## config.mk

```make
export PLATFORM = sky130hd
export DESIGN_NAME = pcie_wr_commit_gen
export DESIGN_NICKNAME = d
export VERILOG_FILES = /design/src/rtl/pcie_wr_commit_pkg.sv /design/src/rtl/pcie_wr_commit_fifo.sv /design/src/rtl/pcie_wr_commit_gen.sv
export SDC_FILE = /design/constraint.sdc
export NUM_CORES = 1
export LEC_CHECK = 0
export ABC_CLOCK_PERIOD_IN_PS = 9800
export CAP_MARGIN = 10
export CORE_AREA = 3 3 694 696
export CTS_CLUSTER_SIZE = 24
export DETAILED_ROUTE_END_ITERATION = 6
export DIE_AREA = 0 0 697 699
export HOLD_SLACK_MARGIN = 0.1
export PLACE_DENSITY = 0.3
export RECOVER_POWER = 50
export SLEW_MARGIN = 0
export SYNTH_ARGS = -nofsm -noshare
export SYNTH_HDL_FRONTEND = slang
export SYNTH_SLANG_ARGS = --single-unit
```

## constraint.sdc

```tcl
create_clock -name clk -period 9.8 [get_ports clk]
set_input_delay 1.96 -clock clk [delete_from_list [all_inputs] [get_ports clk]]
set_output_delay 1.96 -clock clk [all_outputs]
set_load 0.1 [all_outputs]
```

## src/rtl/pcie_wr_commit_pkg.sv

```systemverilog
// -----------------------------------------------------------------------------
// pcie_wr_commit_pkg
// Shared definitions for the local write-commit generator:
//   - TLP fmt_type codes for the power-user MWr32/MWr64 requests and the Cpl
//     that is returned as the commit.
//   - Bit offsets of the header fields used inside the 256-bit power-user
//     header (request and completion share the tag-high and PF/VF positions).
//   - t_commit_info: the per-write record carried through the commit FIFO.
//   - decode_req / build_cpl helpers used by the top level.
// -----------------------------------------------------------------------------
package pcie_wr_commit_pkg;

  localparam logic [7:0] FMT_MWR32 = 8'h40;
  localparam logic [7:0] FMT_MWR64 = 8'h60;
  localparam logic [7:0] FMT_CPL   = 8'h0A;

  localparam int HDR_W = 256;
  localparam int TAG_W = 10;
  localparam int PF_W  = 3;
  localparam int VF_W  = 11;

  // Power-user header field offsets within tdata[255:0].
  localparam int FMT_LSB     = 24;   // DW0 fmt_type [31:24]
  localparam int TAG9_BIT    = 23;   // DW0 10-bit tag, bit 9
  localparam int TAG8_BIT    = 19;   // DW0 10-bit tag, bit 8
  localparam int REQ_TAG_LSB = 40;   // request DW1 tag[7:0]
  localparam int CPL_TAG_LSB = 72;   // completion DW2 tag[7:0]
  localparam int PF_LSB      = 160;  // pf_num [162:160]
  localparam int VF_LSB      = 163;  // vf_num [173:163]
  localparam int VFA_BIT     = 174;  // vf_active

  typedef struct packed {
    logic [TAG_W-1:0] tag;
    logic [PF_W-1:0]  pf_num;
    logic [VF_W-1:0]  vf_num;
    logic             vf_active;
  } t_commit_info;

  function automatic logic is_mwr(input logic [7:0] fmt_type);
    return (fmt_type == FMT_MWR32) || (fmt_type == FMT_MWR64);
  endfunction

  // Pull the fields a commit must echo out of a request header.
  function automatic t_commit_info decode_req(input logic [HDR_W-1:0] hdr);
    t_commit_info info;
    info.tag       = {hdr[TAG9_BIT], hdr[TAG8_BIT], hdr[REQ_TAG_LSB +: 8]};
    info.pf_num    = hdr[PF_LSB +: PF_W];
    info.vf_num    = hdr[VF_LSB +: VF_W];
    info.vf_active = hdr[VFA_BIT];
    return info;
  endfunction

  // Data-less completion header: length, status and byte count stay zero.
  function automatic logic [HDR_W-1:0] build_cpl(input t_commit_info info);
    logic [HDR_W-1:0] hdr;
    hdr                      = '0;
    hdr[FMT_LSB +: 8]        = FMT_CPL;
    hdr[TAG9_BIT]            = info.tag[9];
    hdr[TAG8_BIT]            = info.tag[8];
    hdr[CPL_TAG_LSB +: 8]    = info.tag[7:0];
    hdr[PF_LSB +: PF_W]      = info.pf_num;
    hdr[VF_LSB +: VF_W]      = info.vf_num;
    hdr[VFA_BIT]             = info.vf_active;
    return hdr;
  endfunction

endpackage

```

## src/rtl/pcie_wr_commit_fifo.sv

```systemverilog
// -----------------------------------------------------------------------------
// pcie_wr_commit_fifo
// Synchronous show-ahead FIFO of t_commit_info records.
//   clk, rst   : clock, asynchronous active-high reset (flushes contents)
//   i_push     : write i_data (ignored when full)
//   i_data     : record to store
//   i_pop      : consume the head entry (ignored when empty)
//   o_data     : head entry, valid whenever o_empty is low
//   o_full     : DEPTH entries stored
//   o_empty    : no entries stored
// Status flags and pointers are registered, so a pushed entry becomes
// visible the cycle after the push.
// -----------------------------------------------------------------------------
module pcie_wr_commit_fifo
  import pcie_wr_commit_pkg::*;
#(
  parameter int DEPTH = 16
) (
  input  logic         clk,
  input  logic         rst,
  input  logic         i_push,
  input  t_commit_info i_data,
  input  logic         i_pop,
  output t_commit_info o_data,
  output logic         o_full,
  output logic         o_empty
);

  localparam int AW = $clog2(DEPTH);

  t_commit_info  r_mem [DEPTH];
  logic [AW-1:0] r_wr_ptr;
  logic [AW-1:0] r_rd_ptr;
  logic [AW:0]   r_count;

  logic w_do_push;
  logic w_do_pop;

  assign o_empty   = (r_count == '0);
  assign o_full    = (r_count == (AW+1)'(DEPTH));
  assign w_do_push = i_push & ~o_full;
  assign w_do_pop  = i_pop & ~o_empty;
  assign o_data    = r_mem[r_rd_ptr];

  // Storage carries no reset; validity is tracked by r_count alone.
  always_ff @(posedge clk) begin
    if (w_do_push) begin
      r_mem[r_wr_ptr] <= i_data;
    end
  end

  // DEPTH is a power of two, so the pointers wrap naturally.
  always_ff @(posedge clk or posedge rst) begin
    if (rst) begin
      r_wr_ptr <= '0;
      r_rd_ptr <= '0;
      r_count  <= '0;
    end else begin
      if (w_do_push) begin
        r_wr_ptr <= r_wr_ptr + AW'(1);
      end
      if (w_do_pop) begin
        r_rd_ptr <= r_rd_ptr + AW'(1);
      end
      if (w_do_push && !w_do_pop) begin
        r_count <= r_count + (AW+1)'(1);
      end else if (!w_do_push && w_do_pop) begin
        r_count <= r_count - (AW+1)'(1);
      end
    end
  end

endmodule

```

## src/rtl/pcie_wr_commit_gen.sv

```systemverilog
// -----------------------------------------------------------------------------
// pcie_wr_commit_gen
// Forwards the AFU TX A stream to the FIM unchanged and, for every
// power-user memory write that completes, returns an in-order data-less Cpl
// (the local write commit) on the RX B stream.
//   clk, rst                     : clock, asynchronous active-high reset
//   afu_tx_*                     : TX A from the AFU (tready combinational)
//   fim_tx_*                     : TX A toward the FIM, zero latency
//   rxb_*                        : single-beat commit completions to the AFU
//   cmt_outstanding              : reserved plus queued commits (0..CMT_DEPTH)
//
// Handshake: every stream moves a beat on a cycle where tvalid and tready are
// both high; a source holds tvalid and payload stable until that happens, and
// tvalid never depends on tready of the same interface.
//
// A commit slot is reserved when a write SOP is accepted, so a write is only
// admitted when its commit is guaranteed room. Only SOP beats can stall;
// the remainder of a packet always flows.
// -----------------------------------------------------------------------------
module pcie_wr_commit_gen
  import pcie_wr_commit_pkg::*;
#(
  parameter int DATA_W    = 512,
  parameter int USER_W    = 10,
  parameter int CMT_DEPTH = 16
) (
  input  logic                         clk,
  input  logic                         rst,
  // TX A from the AFU
  input  logic                         afu_tx_tvalid,
  output logic                         afu_tx_tready,
  input  logic [DATA_W-1:0]            afu_tx_tdata,
  input  logic [DATA_W/8-1:0]          afu_tx_tkeep,
  input  logic                         afu_tx_tlast,
  input  logic [USER_W-1:0]            afu_tx_tuser,
  // TX A toward the FIM
  output logic                         fim_tx_tvalid,
  input  logic                         fim_tx_tready,
  output logic [DATA_W-1:0]            fim_tx_tdata,
  output logic [DATA_W/8-1:0]          fim_tx_tkeep,
  output logic                         fim_tx_tlast,
  output logic [USER_W-1:0]            fim_tx_tuser,
  // RX B commit stream
  output logic                         rxb_tvalid,
  input  logic                         rxb_tready,
  output logic [DATA_W-1:0]            rxb_tdata,
  output logic [DATA_W/8-1:0]          rxb_tkeep,
  output logic                         rxb_tlast,
  output logic [USER_W-1:0]            rxb_tuser,
  output logic [$clog2(CMT_DEPTH):0]   cmt_outstanding
);

  localparam int CW = $clog2(CMT_DEPTH) + 1;

  logic          r_sop;       // next accepted beat starts a packet
  logic          r_in_wr;     // current multi-beat packet is a tracked write
  logic [CW-1:0] r_cnt;       // reserved + queued commits
  t_commit_info  r_info;      // fields latched from the write's SOP

  logic          w_is_write;
  logic          w_wr_sop;
  logic          w_stall;
  logic          w_fire;
  logic          w_reserve;
  logic          w_push;
  logic          w_pop;
  t_commit_info  w_beat_info;
  t_commit_info  w_push_info;
  t_commit_info  w_fifo_data;
  logic          w_fifo_full;
  logic          w_fifo_empty;

  // Power-user mode is tuser[0]==0; DM-mode traffic is never committed here.
  assign w_is_write  = ~afu_tx_tuser[0] & is_mwr(afu_tx_tdata[FMT_LSB +: 8]);
  assign w_wr_sop    = r_sop & w_is_write;
  assign w_stall     = w_wr_sop & (r_cnt == CW'(CMT_DEPTH));
  assign w_beat_info = decode_req(afu_tx_tdata[HDR_W-1:0]);

  // Zero-latency forwarding.
  assign fim_tx_tvalid = afu_tx_tvalid & ~w_stall;
  assign afu_tx_tready = fim_tx_tready & ~w_stall;
  assign fim_tx_tdata  = afu_tx_tdata;
  assign fim_tx_tkeep  = afu_tx_tkeep;
  assign fim_tx_tlast  = afu_tx_tlast;
  assign fim_tx_tuser  = afu_tx_tuser;

  assign w_fire    = afu_tx_tvalid & afu_tx_tready;
  assign w_reserve = w_fire & w_wr_sop;
  // Single-beat writes push straight from the current beat; multi-beat
  // writes push the fields latched at their SOP.
  assign w_push      = w_fire & afu_tx_tlast & (r_sop ? w_is_write : r_in_wr);
  assign w_push_info = r_sop ? w_beat_info : r_info;
  assign w_pop       = rxb_tvalid & rxb_tready;

  always_ff @(posedge clk or posedge rst) begin
    if (rst) begin
      r_sop   <= 1'b1;
      r_in_wr <= 1'b0;
      r_cnt   <= '0;
      r_info  <= '0;
    end else begin
      if (w_reserve && !w_pop) begin
        r_cnt <= r_cnt + CW'(1);
      end else if (!w_reserve && w_pop) begin
        r_cnt <= r_cnt - CW'(1);
      end

      if (w_fire) begin
        r_sop <= afu_tx_tlast;
        if (r_sop) begin
          r_in_wr <= w_is_write & ~afu_tx_tlast;
        end else if (afu_tx_tlast) begin
          r_in_wr <= 1'b0;
        end
      end

      if (w_reserve) begin
        r_info <= w_beat_info;
      end
    end
  end

  // The reservation count bounds occupancy, so the full guard never bites
  // in normal operation; it only keeps the FIFO self-consistent.
  pcie_wr_commit_fifo #(
    .DEPTH (CMT_DEPTH)
  ) u_fifo (
    .clk     (clk),
    .rst     (rst),
    .i_push  (w_push & ~w_fifo_full),
    .i_data  (w_push_info),
    .i_pop   (w_pop),
    .o_data  (w_fifo_data),
    .o_full  (w_fifo_full),
    .o_empty (w_fifo_empty)
  );

  // Commit beat; payload is forced to zero whenever no commit is presented
  // so stale FIFO storage never reaches the outputs.
  always_comb begin
    rxb_tdata = '0;
    rxb_tkeep = '0;
    if (!w_fifo_empty) begin
      rxb_tdata[HDR_W-1:0]   = build_cpl(w_fifo_data);
      rxb_tkeep[HDR_W/8-1:0] = '1;
    end
  end

  assign rxb_tvalid      = ~w_fifo_empty;
  assign rxb_tlast       = ~w_fifo_empty;
  assign rxb_tuser       = '0;
  assign cmt_outstanding = r_cnt;

endmodule

```

==> results of run 1 <==
[through the flow]
stage          utilization (%)  instances  power [mW]
3_5_place_dp              6.13       7856        6.30
4_1_cts                   6.46       7944        8.21
5_1_grt                   6.45       7945        8.34
3_3_place_gp              6.13       7856        6.31
2_1_floorplan                -       2506        6.60
6_report                  6.45       7946        7.98
[worst max path at each step]
stage,from,endpoint,cells past startpoint
after global placement,afu_tx_tdata[27],fim_tx_tvalid,6
final,u_fifo.r_count[0],rxb_tdata[171],6
after floorplan,u_fifo.r_count[0],rxb_tdata[160],6
after detailed placement,afu_tx_tdata[27],fim_tx_tvalid,6
after global routing,u_fifo.r_count[0],rxb_tdata[171],6
after CTS,u_fifo.r_count[0],rxb_tdata[171],6
[registers in the layout, summed over array words and instances, names as in the netlist]
signal           cells
u_fifo.r_mem       400
r_info              25
cmt_outstanding      5
u_fifo.r_count       5
u_fifo.r_rd_ptr      4
u_fifo.r_wr_ptr      4
r_in_wr              1
r_sop                1
[kinds of logic (layout without fill, tap and decap cells)]
family	count (synthesis)	in the layout	share of synthesized area (%)
buffers and inverters	1199	262	33.6
flip-flops	445	445	49.8
multiplexers	207	207	12.9
AND/OR/NAND/NOR	54	54	1.29
AO/OA/AOI/OAI	46	46	1.20
adder cells (fa/ha/maj)	15	15	0.769
XOR/XNOR	13	13	0.432
other	1	529	0.0142
[where the power goes]
part	internal [mW]	leakage (nW)	switching [mW]	total [mW]
Sequential	2.14	4.23	0.140	2.29
Combinational	0.870	4.05	2.97	3.84
Clock	1.07	0.783	0.783	1.85
Total	4.08	9.07	3.90	7.98
[placed cells by master (no fill, tap or decap), types with 27 or more instances in the layout]
cell type	instances
conb_1	527
mux2_1	27
clkdlybuf4s50_1	112
mux2i_1	52
mux2_2	28
clkbuf_16	48
mux4_2	100
dlygate4sd3_1	27
edfxtp_1	400
dfrtp_1	41
[worst max-delay path, stage by stage (launching register included)]
cell,delay [ns]
dfrtp_1,0.44
nor4_1,0.59
nand2b_1,0.92
nand2b_1,0.35
buf_4,0.50
o22ai_1,0.45
clkdlybuf4s50_1,1.10
[per-layer routing]
layer  routed length, microns  global-route usage (%)  vias to the layer above  share of wire, %
met1                    35100                    3.95                     5496                20
met3                    41500                    7.43                      248                24
li1                         -                       -                     4307                 -
met5                      471                   0.627                        -              0.27
met2                    86700                    11.9                     1188                50
met4                     7950                    2.80                       12               4.6
[area by class of cell]
class	instances	share of cell area (%)
Antenna cell	2	0.0163
Clock buffer	58	4.17
Clock inverter	30	0.988
Inverter	8	0.0980
Multi-Input combinational cell	862	20.5
Sequential cell	445	42.9
Tap cell	6375	26.0
Timing Repair Buffer	166	5.22
==> summary.txt, run 1 <==
Outcome: finished, violations left
Failing checks: max-capacitance violations, max-slew violations
Initial detailed-routing violation count: 558
#FFs+latches synth: 445
Post-DP HPWL: 144000 microns
R2r endpoint: cmt_outstanding[4]
Worst Tran Pin Value: 3.56 ns
Post-DP Area: 29100 sq um
Pin count of the biggest net entering global routing: 64
CORE AREA: 475000 sq um
WS Path Type: register to output pin
Netlist Area Pre-Place: 26400 sq um
Routed Antenna Nets: 0
Die ar.: 487000 sq um
Worst setup SP type: register
EDFF count, synth: 400
Max H-tree Level: 2
Power density over cell area: 260 nW/um^2
Row cnt: 253
YS warnings: 0
Pre-CTS WS: 3.40 ns
Post-synth top cells: buf_4, edfxtp_1, mux4_2, mux2_2, mux2i_1
Clock transition at path regs: 0.06 ns
Final setup fails: 0
Hold Buf Count CTS: 0
Final hold vios: 0
Most common cell in the netlist: buf_4
Post-synth top area cell: edfxtp_1
Die X: 697 microns
GR Overflow Total: 0
Fillers: 55.4k
Area of the multi-input gates: 6290 sq um
Total setup buffers inserted after CTS: 0
Design Area, Final: 30600 sq um
Sequential fraction of the synthesis area: 49.8%
Cell leakage power: 9.07 nW
Hold slack: 0.480 ns
Fin crit period: 6.94 ns
Routed wire length: 172000 microns
Largest cells by area after synthesis: edfxtp_1, buf_4, mux4_2
Setup ws final: 2.86 ns
Slew margin rel.: -137%
CP Max Fanout: 41
Post-Syn Instances: 1980
CTS Buf Count: 48
GRT Total Usage: 6.68%
Die H: 699 microns
Tcrit/Tclk final: 70.8%
CTS tree: yes
Post-route DRC: 0
Routed length per instance: 21.6 microns
Hold WC Path Type: register to register
R2R depth: 11
CTS Root Cell: clkbuf_16
Synth top area share: 45.6%
Crit end category: output pin
CTS Buffer Depth: 3
Via count: 11.3k
Unrepaired setup endpoints after global routing: no
Max Freq: 144 MHz
CTS resizes: 0
Syn Area/Cell: 13.3 sq um
Clock skew: 0.0298 ns
Io pins: 1774
Drt pass-1 iters: 6
Area delta synth->final: 16.2%
Maxcap violations: 4
Layout cell share with drive strength beyond 1: 15.0%
Min-delay src: r_info[17]
R2r startpoint: r_sop
Register area: 13100 sq um
Vias in the first global route: 11.4k
WP data required: 7.84 ns
Worst VDD drop: 276 uV
Slew Limit Fails: 132
R2R Setup Slk: 4.60 ns
Vias per cell: 1.42
Setup tns final: 0 ns
Post-synthesis async set-or-reset flop share: 10.1%
Skew-Pair Late Insertion Delay: 0.59 ns
Ys flop type: edfxtp_1
GP Congestion: 0.681
Initial core utilization: 5.55%
Net count, final: 2138
First-pass GRT wire length: 199000 microns
Hold path depth: 1
Count of cell types in the netlist: 41
Buffers on Ports: 140
Initial antenna violation count: 7
Hold EP: r_info[17]
CP arrival: 4.98 ns
Sink Count: 445
Note: power is estimated with default switching activity, not from simulation.
==> inputs of run 2 (changes only) <==
- ABC_CLOCK_PERIOD_IN_PS: 9800 -> 6000
- CORE_AREA: 3 3 694 696 -> 3 3 691 693
- DIE_AREA: 0 0 697 699 -> 0 0 694 696
- clock period: 9.8 -> 6 ns (I/O delays scaled with it)
==> run 2 against run 1 <==
The run still ends with max-capacitance violations, max-slew violations left. Setup slack lost 2.0 ns. Critical path depth shrank 1. Sequential power grew 66%. Global-route usage grew 0.25 points. Die area shrank 0.86%. First-iteration DRC count grew 13%. Clock skew shrank 0.014 ns. Clock-buffer cell count shrank 3. Clock power grew 56%. Sequential share of layout area grew 0.29 points. Worst hold slack gained 0.0035 ns.
==> summary.txt, run 2 (synthesis results as in run 1) <==
Outcome: finished, violations left
Failing checks: max-capacitance violations, max-slew violations
Leading registers by flop count: u_fifo.r_mem (400), r_info (25)
CTS Root Cell: clkbuf_16
Post-DP HPWL: 152000 microns
Die X: 694 microns
Cell leakage power: 9.07 nW
Clock transition at path regs: 0.07 ns
Worst setup SP type: register
Io pins: 1774
Maxcap violations: 2
Vias in the first global route: 11.1k
Unrepaired setup endpoints after global routing: no
Largest register FFs: 400
WS Path Type: register to output pin
Routed wire length: 179000 microns
CTS Buf Count: 44
Hold path depth: 1
Vias per cell: 1.46
WP depth: 5
Post-route DRC: 0
CP arrival: 3.94 ns
CP Buf/Inv Count: 2
Final hold vios: 0
Initial detailed-routing violation count: 632
Initial core utilization: 5.59%
GRT Total Usage: 6.93%
Crit-path most repeated cell: buf_4
Die H: 696 microns
CP Cell Sequence: buf_4 > mux4_2 > mux2i_1 > o22ai_1 > buf_4
Max H-tree Level: 2
Drt pass-1 iters: 5
Routed Antenna Nets: 0
Final setup fails: 0
GR Overflow Total: 0
CTS tree: yes
Max stage delay cell, worst path: dfrtp_4
Most frequent cells in the layout: conb_1, edfxtp_1, clkdlybuf4s50_1, mux4_2, buf_4
Via count: 11.3k
R2R depth: 11
WP data required: 4.80 ns
Setup tns final: 0 ns
Commonest non-fill, non-tap cell in the layout: conb_1
Fin crit period: 5.14 ns
Initial antenna violation count: 2
Sink Count: 445
Area delta synth->final: 15.5%
R2R Setup Slk: 0.92 ns
Die ar.: 483000 sq um
Power density over cell area: 426 nW/um^2
GP Congestion: 0.695
Routed length per instance: 22.9 microns
Hold Buf Count CTS: 0
Final cell count without fillers: 7797
Pre-CTS WS: 1.23 ns
Slew Limit Fails: 75
Min-delay src: r_info[16]
Crit end category: output pin
Layout cell share with drive strength beyond 1: 16.5%
Total setup buffers inserted after CTS: 0
Worst VDD drop: 455 uV
Worst Tran Pin Value: 3.42 ns
Cell family with most CP delay: multiplexers
CP peak stage delay: 0.91 ns
Pin count of the biggest net entering global routing: 46
Slew margin rel.: -128%
Net count, final: 2144
Cells after DPL: 7714
CTS Buffer Depth: 3
Row cnt: 252
CORE AREA: 471000 sq um
CTS resizes: 0
Skew-Pair Late Insertion Delay: 0.56 ns
Most flops, register: u_fifo.r_mem
Tcrit/Tclk final: 85.7%
First-pass GRT wire length: 203000 microns
Max Freq: 194 MHz
Power, Total: 13.0 mW
Setup ws final: 0.857 ns
CP Max Fanout: 33
Clock skew: 0.0163 ns
Buffers on Ports: 140
Hold WC Path Type: register to register
Worst setup startpoint: u_fifo.r_rd_ptr[0]
R2r startpoint: r_sop
==> run 2: final cells by class <==
type | instances | area, sq um
diodes | 3 | 7.51
well taps | 6223 | 7790
flip-flops and latches | 445 | 13200
inverters | 8 | 30.0
clock inverters | 25 | 279
repair buffers | 176 | 1670
fillers | 54800 | 441000
clock buffers | 55 | 1180
multi-input cells | 862 | 6330
==> run 2: metrics by stage <==
| stage | area [sq um] | hold WS [ns] | utilization, % |
|---|---|---|---|
| 3_3_place_gp | 29000 | 0.465 | 6.15 |
| 2_1_floorplan | 28300 | 0.454 | - |
| 4_1_cts | 30400 | 0.488 | 6.46 |
| 6_report | 30400 | 0.484 | 6.46 |
| 5_1_grt | 30400 | 0.516 | 6.45 |
| 3_5_place_dp | 29000 | 0.472 | 6.15 |
==> run 2: per-layer routing <==
layer	wire, microns	vias up	track usage, %
met2	88500	1271	12.1
li1	-	4315	-
met1	32200	5491	3.74
met3	45900	259	8.05
met5	555	-	1.12
met4	11600	12	3.88
==> run 2: final timing paths <==
| kind | endpoint |
|---|---|
| worst max-delay path | rxb_tdata[165] |
| min in group asynchronous | cmt_outstanding[3] |
| worst min register to register | r_info[16] |
| max in group asynchronous | u_fifo.r_rd_ptr[3] |
| worst max register to register | u_fifo.r_count[4] |
| worst min-delay path | r_info[16] |
==> run 2: power by group <==
group | switching [mW] | leakage [nW] | internal [mW]
clock | 1.22 | 0.712 | 1.66
sequential | 0.295 | 4.23 | 3.50
combinational | 4.87 | 4.13 | 1.42
total | 6.39 | 9.07 | 6.58
